<file path="config.mk">
export PLATFORM = sky130hd
export DESIGN_NAME = rom_sequencer_flat
export DESIGN_NICKNAME = d
export VERILOG_FILES = /design/src/rtl/rom_sequencer_if.sv /design/src/rtl/rom_sequencer.sv /design/src/flat_wrapper.sv
export SDC_FILE = /design/constraint.sdc
export NUM_CORES = 1
export LEC_CHECK = 0
export ABC_AREA = 0
export CORE_MARGIN = 1.5
export CORE_UTILIZATION = 40
export CTS_CLUSTER_DIAMETER = 120
export DETAILED_ROUTE_END_ITERATION = 8
export DONT_BUFFER_PORTS = 1
export PLACE_DENSITY = 0.62
export SLEW_MARGIN = 10
export SYNTH_ARGS = -nofsm -noshare
export SYNTH_HDL_FRONTEND = slang
export SYNTH_SLANG_ARGS = --single-unit
</file>
<file path="constraint.sdc">
create_clock -name clk -period 5.5 [get_ports clk]
set_clock_uncertainty 0.05 [all_clocks]
set_input_delay 0.825 -clock clk [delete_from_list [all_inputs] [get_ports clk]]
set_output_delay 0.825 -clock clk [all_outputs]
set_load 0.1 [all_outputs]
</file>
<file path="src/rtl/rom_sequencer_if.sv">
// Handshake and ROM bus bundle between rom_sequencer and its environment.
// master = sequencer side, slave = ROM / consumer / controller side.
interface rom_sequencer_if;
  logic       start;
  logic       abort;
  logic [3:0] rom_addr;
  logic [7:0] rom_data;
  logic [7:0] char_out;
  logic       char_valid;
  logic       char_ready;
  logic       busy;
  logic       done;

  modport master (
    input  start, abort, rom_data, char_ready,
    output rom_addr, char_out, char_valid, busy, done
  );

  modport slave (
    output start, abort, rom_data, char_ready,
    input  rom_addr, char_out, char_valid, busy, done
  );
endinterface

</file>
<file path="src/rtl/rom_sequencer.sv">
// Streams MSG_LEN characters from a combinational ROM, one per 2 cycles, first valid 2 cycles after start.
// Holds char_out/rom_addr while char_ready is low; abort and rst return to IDLE.
module rom_sequencer #(
  parameter int MSG_LEN     = 11,
  parameter bit STOP_ON_NUL = 1'b1
) (
  input  logic            clk,
  input  logic            rst,
  rom_sequencer_if.master bus
);

  typedef enum logic [1:0] {IDLE, FETCH, SEND, DONE} state_t;

  localparam logic [3:0] LAST_ADDR = 4'(MSG_LEN - 1);

  state_t     r_state;
  logic [3:0] r_addr;
  logic [7:0] r_char;
  logic       r_valid;
  logic       r_busy;
  logic       r_done;

  always_ff @(posedge clk) begin
    if (rst) begin
      r_state <= IDLE;
      r_addr  <= 4'd0;
      r_char  <= 8'h00;
      r_valid <= 1'b0;
      r_busy  <= 1'b0;
      r_done  <= 1'b0;
    end else begin
      r_done <= 1'b0;
      case (r_state)
        IDLE: begin
          r_addr  <= 4'd0;
          r_valid <= 1'b0;
          if (bus.start && !bus.abort) begin
            r_state <= FETCH;
            r_busy  <= 1'b1;
          end
        end
        FETCH: begin
          if (bus.abort) begin
            r_state <= IDLE;
            r_busy  <= 1'b0;
            r_addr  <= 4'd0;
          end else if (STOP_ON_NUL && bus.rom_data == 8'h00) begin
            // NUL terminates the message without being presented
            r_state <= DONE;
            r_done  <= 1'b1;
          end else begin
            r_char  <= bus.rom_data;
            r_state <= SEND;
            r_valid <= 1'b1;
          end
        end
        SEND: begin
          if (bus.abort) begin
            r_state <= IDLE;
            r_valid <= 1'b0;
            r_busy  <= 1'b0;
            r_addr  <= 4'd0;
          end else if (bus.char_ready) begin
            r_valid <= 1'b0;
            if (r_addr == LAST_ADDR) begin
              r_state <= DONE;
              r_done  <= 1'b1;
            end else begin
              r_addr  <= r_addr + 4'd1;
              r_state <= FETCH;
            end
          end
        end
        DONE: begin
          r_state <= IDLE;
          r_busy  <= 1'b0;
          r_addr  <= 4'd0;
        end
        default: begin
          r_state <= IDLE;
          r_valid <= 1'b0;
          r_busy  <= 1'b0;
          r_addr  <= 4'd0;
        end
      endcase
    end
  end

  assign bus.rom_addr   = r_addr;
  assign bus.char_out   = r_char;
  assign bus.char_valid = r_valid;
  assign bus.busy       = r_busy;
  assign bus.done       = r_done;

endmodule

</file>
<file path="src/flat_wrapper.sv">
// flat-port wrapper written by rule: the top's interface ports become plain ports
module rom_sequencer_flat 
#(
  parameter int MSG_LEN     = 11,
  parameter bit STOP_ON_NUL = 1'b1
)
  (clk, rst, bus_start, bus_abort, bus_rom_data, bus_char_ready, bus_rom_addr, bus_char_out, bus_char_valid, bus_busy, bus_done);
  rom_sequencer_if bus_i ();
  input  logic clk;
  input  logic rst;
  input wire logic [$bits(bus_i.start)-1:0] bus_start;
  input wire logic [$bits(bus_i.abort)-1:0] bus_abort;
  input wire logic [$bits(bus_i.rom_data)-1:0] bus_rom_data;
  input wire logic [$bits(bus_i.char_ready)-1:0] bus_char_ready;
  output wire logic [$bits(bus_i.rom_addr)-1:0] bus_rom_addr;
  output wire logic [$bits(bus_i.char_out)-1:0] bus_char_out;
  output wire logic [$bits(bus_i.char_valid)-1:0] bus_char_valid;
  output wire logic [$bits(bus_i.busy)-1:0] bus_busy;
  output wire logic [$bits(bus_i.done)-1:0] bus_done;
  assign bus_i.start = bus_start;
  assign bus_i.abort = bus_abort;
  assign bus_i.rom_data = bus_rom_data;
  assign bus_i.char_ready = bus_char_ready;
  assign bus_rom_addr = bus_i.rom_addr;
  assign bus_char_out = bus_i.char_out;
  assign bus_char_valid = bus_i.char_valid;
  assign bus_busy = bus_i.busy;
  assign bus_done = bus_i.done;
  rom_sequencer #(.MSG_LEN(MSG_LEN), .STOP_ON_NUL(STOP_ON_NUL)) u_core (.clk(clk), .rst(rst), .bus(bus_i));
endmodule
</file>
==> results of run 1 <==
-- path summary, 6_finish.rpt --
| path | from | end | slack (ns) |
|---|---|---|---|
| max | u_core.bus.rom_addr[0] | u_core.bus.rom_addr[2] | 2.77 |
| min | u_core.r_state[0] | u_core.r_state[0] | 0.50 |
| max reg2reg | u_core.bus.rom_addr[0] | u_core.bus.rom_addr[2] | 2.77 |
| min reg2reg | u_core.r_state[0] | u_core.r_state[0] | 0.50 |
-- where the power goes --
group          internal [mW]  total (mW)  switching [mW]
combinational         0.0171      0.0376          0.0205
clock                 0.0278      0.0715          0.0437
sequential             0.129       0.171          0.0415
-- cells by family after synthesis --
logic type      Yosys count  share of synthesized area [%]
simple gates             36                          23.79
flops                    17                          38.75
compound gates           27                          20.80
mux                       2                          2.422
buf+inv                  10                          4.273
fa+ha+maj                 7                          9.971
-- sequential cells by signal, summed over array words and instances (netlist names) --
register / count
u_core.bus.done: 1
u_core.bus.char_out: 8
u_core.r_state: 2
u_core.bus.rom_addr: 4
u_core.bus.char_valid: 1
u_core.bus.busy: 1
-- stage by stage --
stage	setup slack, ns	std cells	util [%]
CTS	2.769	126	45.85
floorplan	2.915	99	-
global placement	2.871	122	44.37
finish	2.765	126	45.85
global route	2.618	126	45.85
detailed placement	2.812	122	44.37
-- Yosys cell counts --
master and count:
mux2i_1 1, inv_1 6, mux2_2 1, o211ai_1 1, clkbuf_1 3, a211oi_1 1, nor3b_1 1, a21oi_1 8
a22oi_1 9, and3b_2 1, nor3_1 2, nand2b_1 4, nand4_1 1, o22ai_1 1, a21boi_0 1, or3b_4 1
a2111oi_0 1, o2111ai_1 1, or3_2 1, a311oi_1 1, nor4_1 1, nand3_1 1, nand2_1 3, nor2_1 10
nor2b_1 5, dfxtp_1 17, or4_1 4, o21ai_0 1, or4b_2 1, buf_1 1, ha_1 7, o21ai_2 1
a31oi_1 1
-- worst max-delay path: stages, from the launching register on --
cell and delay (ns):
dfxtp_1 1.03, inv_1 0.15, ha_1 0.24, and3b_2 0.24, or3b_4 0.39, or4_1 0.41
a21oi_1 0.16
-- routing by layer --
layer  share of wire, %  track usage, %  routed length [um]
met4                1.2           5.556                  23
met3                5.9           6.970                 114
met5                  0               0                   0
met1                 45           20.86                 862
met2                 48           28.89                 917
-- cell type report --
class                           instances  area, um2
Clock inverter                          1      7.507
Sequential cell                        17      340.3
Inverter                                6      22.52
Clock buffer                            3      22.52
Fill cell                             216       1095
Multi-Input combinational cell         72      500.5
Tap cell                               27      33.78
==> results.cfg, run 1 <==
[status]
status = complete, no violations

[final_layout]
fin_area_um2 = 927.1
nNetsFinal = 120
layout_common_cells = 17 x dfxtp_1, 10 x nor2_1, 9 x a22oi_1
synthToLayoutAreaGrowth_pct = 5.556
diodes = 0
final_common_cell = dfxtp_1
drive_gt1_share_pct = 10.10

[hold_path]
worstHoldPathCells = 2
hp-class = reg2reg

[logic_synthesis]
yosysSeqAreaShare_pct = 38.75
yosys.area.top_type_share_pct = 38.75
syn_nets = 119
synth.distinct_cells = 33
synth.cell_area_um2 = 878.3
ys_seq_elements = 17
ys_top_cells_by_area = dfxtp_1 39%, ha_1 10%, a22oi_1 7.7%, a21oi_1 4.6%, nor2_1 4.3%
synth_top_cell_by_area = dfxtp_1
avgSynthCellArea_um2 = 8.872
syn_inst = 99
synth_warnings = 0

[setup_path]
required_ns = 5.69
cp-start-kind = flop
arrival_ns = 2.92
path_class = reg2reg
reg2reg_depth = 6
end_kind = flop
critPathMaxFanout = 5

[clocking]
root_buffer = clkbuf_4
numCtsBuffers = 3
post_cts_buffers = 0
cts_max_level = 1
cts.path.max_buffers = 2
insertion_delay_ns = 0.30
ctsResizeCount = 0
cts.sinks = 17
cts_tree = built
path_clk_slew_ns = 0.11
cts_hold_buffers = 0

[placed_design]
placed_area_um2 = 897.1
port_buffers = 0
gp_congestion = 0.8287
place_hpwl_mm = 1.424

[detailed_routing]
viasPerCell = 5.857
antenna_left = 0
drc_errors = 0
finalWirelength_mm = 1.917
drtIter0Drc = 22
drtPass1Iterations = 6
vias = 738
wl_per_cell_um = 15.21

[grt]
grt_max_degree = 18
antenna_found_initial = 0
grt-ovfl-total = 0
grt_pass1_vias = 763
gr-usage-all-layers_pct = 17.58
grt_first_pass_wirelength_mm = 3.325

[sta]
fin_tns_setup_ns = 0
period_needed_ns = 2.735
setup_viol = 0
max-slew-margin-rel_pct = 27.69
hold_viol = 0
min_period_over_period_pct = 49.72
slew_violations = 0
holdWs_ns = 0.5011
tightest_slew_ns = 1.083
fmax_mhz = 365.7
rsz0062_at_grt = no

[pwr]
powerDensity_nw_per_um2 = 301.9
leakage_nw = 0.3174
vdd_drop_max_uv = 221.4
totalPowerFinal_mw = 0.2799

[die]
io_pins = 28
start_util_pct = 43.44
die-height_um = 49.86
chipWidth_um = 49.86
die-area_um2 = 2486
placementRows = 16
design.core.area_um2 = 2022

[run]
drv_cap = 0
Note: power is estimated with default switching activity, not from simulation.
==> inputs of run 2 (changes only) <==
==> constraint.sdc (replaced) <==
create_clock -name clk -period 2.7 [get_ports clk]
set_clock_uncertainty 0.05 [all_clocks]
set_input_delay 0.405 -clock clk [delete_from_list [all_inputs] [get_ports clk]]
set_output_delay 0.405 -clock clk [all_outputs]
set_load 0.1 [all_outputs]
==> results.cfg, run 2 (synthesis gave the netlist of run 1 again) <==
[final_layout]
diodes = 0
layout_common_cells = 17 x dfxtp_1, 10 x nor2_1, 9 x a22oi_1
synthToLayoutAreaGrowth_pct = 10.40
largest_register_ffs = 8
drive_gt1_share_pct = 15.24
fin_cells = 132
nNetsFinal = 126
utilization_pct = 47.96
final_common_cell = dfxtp_1

[placed_design]
dpl_worst_slack_ns = 0.8056
port_buffers = 0
placedCellCount = 128
gp_congestion = 0.8833
place_hpwl_mm = 1.458

[detailed_routing]
viasPerCell = 5.833
finalWirelength_mm = 1.967
antenna_left = 0
wl_per_cell_um = 14.90
drtIter0Drc = 20
vias = 770
drc_errors = 0
drtPass1Iterations = 4

[pwr]
powerDensity_nw_per_um2 = 583.2
vdd_drop_max_uv = 415.1
pwr-share-comb_pct = 18.0
p_seq_share_pct = 58.2
clockPowerShare_pct = 23.8
switching_power_mw = 0.2074
internal_power_mw = 0.3581
p_sw_share_pct = 36.68
leakage_nw = 0.3535

[sta]
tightest_slew_ns = 0.9732
holdWs_ns = 0.1230
final.setup.worst_slack_ns = 0.7828
fin_tns_setup_ns = 0
hold_viol = 0
max-slew-margin-rel_pct = 35.03
setup_viol = 0
slew_violations = 0
period_needed_ns = 1.917
rsz0062_at_grt = no
min_period_over_period_pct = 71.01
fmax_mhz = 521.6

[setup_path]
arrival_ns = 2.09
cp-start-kind = flop
end_kind = flop
path_class = reg2reg
critPathMostFrequentCell = nor2b_1
critPathMaxFanout = 9
cp_cell_sequence = inv_1 -> ha_1 -> nor2b_1 -> or4b_2 -> o22ai_1 -> nor2b_1
crit_buf_inv = 1
required_ns = 2.88
critical_path.top_delay_family = simple AND/OR/NAND/NOR gates
cp_slowest_cell = or4b_2
slowest_delay_ns = 0.61

[clocking]
post_cts_buffers = 0
cts.sinks = 17
insertion_delay_ns = 0.29
root_buffer = clkbuf_4
cts_tree = built
ctsResizeCount = 0
cts_hold_buffers = 0
path_clk_slew_ns = 0.10
cts.path.max_buffers = 2
numCtsBuffers = 3
cts_max_level = 1

[die]
design.core.area_um2 = 2022
start_util_pct = 43.44
die-area_um2 = 2486
io_pins = 28
chipWidth_um = 49.86
die-height_um = 49.86
placementRows = 16

[grt]
grt_pass1_vias = 720
gr-usage-all-layers_pct = 16.96
grt_max_degree = 18
antenna_found_initial = 0
grt-ovfl-total = 0
grt_first_pass_wirelength_mm = 3.229

[status]
status = complete, no violations

[run]
drv_cap = 0

[hold_path]
hp-class = in2reg
[run 2: through the flow]
stage               area [um2]  power (mW)
finish                   969.7      0.5655
detailed placement       942.2      0.4357
global route             969.7      0.5993
floorplan                878.3      0.4198
global placement         942.2      0.4343
CTS                      969.7      0.5717
[run 2: final cells by class]
type | instances | area (um2)
well taps | 27 | 33.78
fillers | 210 | 1052
repair buffers | 6 | 45.04
multi-input cells | 72 | 500.5
flip-flops and latches | 17 | 340.3
clock buffers | 3 | 22.52
clock inverters | 1 | 5.005
inverters | 6 | 22.52
[run 2: layer usage]
layer	track usage (%)	up-vias	share of wire, %
li1	-	375	-
met1	23.58	358	46
met2	26.00	35	47
met3	4.545	2	7.0
met4	4.167	0	0.15
met5	0	-	0
[run 2: path summary, 6_finish.rpt]
check,from,endpoint,slack (ns),cells after the start
setup / recovery,u_core.r_state[0],u_core.r_state[1],0.78,6
hold / removal,rst,u_core.bus.rom_addr[2],0.12,1
setup reg to reg,u_core.r_state[0],u_core.r_state[1],0.78,6
hold reg to reg,u_core.r_state[0],u_core.r_state[0],0.50,2
[run 2: power groups by stage]
| stage | combinational (mW) | sequential (mW) | clock (mW) |
|---|---|---|---|
| 2_1_floorplan | 0.0685 | 0.351 | 0 |
| 3_3_place_gp | 0.0999 | 0.334 | 0 |
| 3_5_place_dp | 0.101 | 0.335 | 0 |
| 4_1_cts | 0.102 | 0.329 | 0.141 |
| 5_1_grt | 0.112 | 0.331 | 0.157 |
| 6_report | 0.102 | 0.329 | 0.134 |
==> inputs of run 3 (changes only) <==
==> constraint.sdc (replaced) <==
create_clock -name clk -period 1.8 [get_ports clk]
set_clock_uncertainty 0.05 [all_clocks]
set_input_delay 0.27 -clock clk [delete_from_list [all_inputs] [get_ports clk]]
set_output_delay 0.27 -clock clk [all_outputs]
set_load 0.1 [all_outputs]
==> results.cfg, run 3 (synthesis gave the netlist of run 1 again) <==
[die]
design.core.area_um2 = 2022
die-area_um2 = 2486
die-height_um = 49.86
start_util_pct = 43.44
chipWidth_um = 49.86
io_pins = 28
placementRows = 16

[setup_path]
reg2reg_to = u_core.bus.rom_addr[2]
required_ns = 1.99
cp_slowest_cell = or4_4
path_class = reg2reg
cp_cell_sequence = inv_2 -> ha_2 -> and3b_2 -> or3b_4 -> or4_4 -> a21oi_2
slowest_delay_ns = 0.42
critical_path.top_delay_family = simple AND/OR/NAND/NOR gates
crit_buf_inv = 1
r2r-start = u_core.bus.rom_addr[0]
end_kind = flop
worst-r2r-setup-slack_ns = 0.005
reg2reg_depth = 6
critPathMaxFanout = 4
cp-start-kind = flop
arrival_ns = 1.98

[final_layout]
utilization_pct = 55.82
largest_register_ffs = 8
drive_gt1_share_pct = 35.25
final_common_cell = buf_4
diodes = 0
synthToLayoutAreaGrowth_pct = 28.49
nNetsFinal = 143
layout_common_cells = 22 x buf_4, 11 x dfxtp_1, 10 x nor2_1

[sta]
slew_violations = 0
rsz0062_at_grt = yes
setup_viol = 0
min_period_over_period_pct = 99.71
fin_tns_setup_ns = 0
period_needed_ns = 1.795
hold_viol = 15
fmax_mhz = 557.2
max-slew-margin-rel_pct = 79.04
tightest_slew_ns = 0.3064
holdWs_ns = -0.03660

[clocking]
root_buffer = clkbuf_4
path_clk_slew_ns = 0.10
insertion_delay_ns = 0.30
cts.path.max_buffers = 2
numCtsBuffers = 3
cts_max_level = 1
cts_tree = built
cts.sinks = 17
cts_hold_buffers = 1

[detailed_routing]
antenna_left = 0
vias = 802
drtIter0Drc = 13
drtPass1Iterations = 4
wl_per_cell_um = 13.14
finalWirelength_mm = 1.958
drc_errors = 0
viasPerCell = 5.383

[hold_path]
hp-start = rst
min_to = u_core.bus.rom_addr[1]
worstHoldPathCells = 1
hp-class = in2reg

[grt]
grt_max_degree = 18
grt_first_pass_wirelength_mm = 3.291
top_usage_layer = met2
antenna_found_initial = 0
use_met3_pct = 3.333
grt-ovfl-total = 0
grt.met2_usage_pct = 30.22
grt_pass1_vias = 825
gr-usage-all-layers_pct = 17.40
gr-usage-met1_pct = 19.43

[pwr]
totalPowerFinal_mw = 0.8836
leakage_nw = 0.4436
powerDensity_nw_per_um2 = 782.9
vdd_drop_max_uv = 595.7

[placed_design]
place_hpwl_mm = 1.496
port_buffers = 0
gp_congestion = 0.8147

[run]
drv_cap = 0

[status]
status = complete, but fails checks
violations = hold timing
==> run 3: per-layer routing <==
metal | part of all wire (%) | wire [um] | vias up
li1 | - | - | 408
met1 | 45 | 879 | 363
met2 | 47 | 912 | 24
met3 | 5.2 | 101 | 7
met4 | 3.3 | 64 | 0
met5 | 0 | 0 | -
==> run 3: stage by stage <==
| step | hold slack [ns] | area (um2) | setup slack [ns] | std cells |
|---|---|---|---|---|
| after floorplan | 0.3679 | 895.9 | -0.1954 | 99 |
| after global placement | 0.2780 | 1072 | 0.02858 | 143 |
| after detailed placement | 0.2787 | 1072 | 0.02363 | 143 |
| after CTS | -0.04258 | 1110 | 0.002353 | 148 |
| after global routing | -0.05121 | 1129 | -0.04462 | 149 |
| final | -0.03660 | 1129 | 0.005253 | 149 |
==> run 3: layout make-up <==
class / count / area (um2)
Fill cell: 189 / 893.4
Multi-Input combinational cell: 72 / 520.5
Sequential cell: 17 / 350.3
Timing Repair Buffer: 23 / 175.2
Tap cell: 27 / 33.78
Clock buffer: 4 / 26.28
Inverter: 6 / 22.52
==> run 3: worst max path at each step <==
stage / from / to / slack [ns] / cells after the start
after detailed placement: u_core.r_state[1] / u_core.bus.rom_addr[2] / 0.02 / 5
after floorplan: u_core.bus.rom_addr[0] / u_core.bus.rom_addr[2] / -0.20 / 6
after global placement: u_core.r_state[1] / u_core.bus.rom_addr[2] / 0.03 / 5
after CTS: u_core.r_state[0] / u_core.r_state[1] / 0.002 / 6
final: u_core.bus.rom_addr[0] / u_core.bus.rom_addr[2] / 0.005 / 6
after global routing: u_core.bus.rom_addr[0] / u_core.bus.rom_addr[2] / -0.04 / 6
==> run 3: timing repair <==
action | CTS | global route
pin swaps | 0 | 1
gates resized for setup | 1 | 4
endpoints found under the hold margin | 15 | 15
buffers inserted | 0 | 1
endpoints found under the setup margin | 1 | 3
==> run 3: report_power, final <==
part / switching, mW / internal (mW) / total [mW]
Sequential: 0.00843 / 0.395 / 0.403
Clock: 0.120 / 0.0863 / 0.206
Combinational: 0.187 / 0.0869 / 0.274
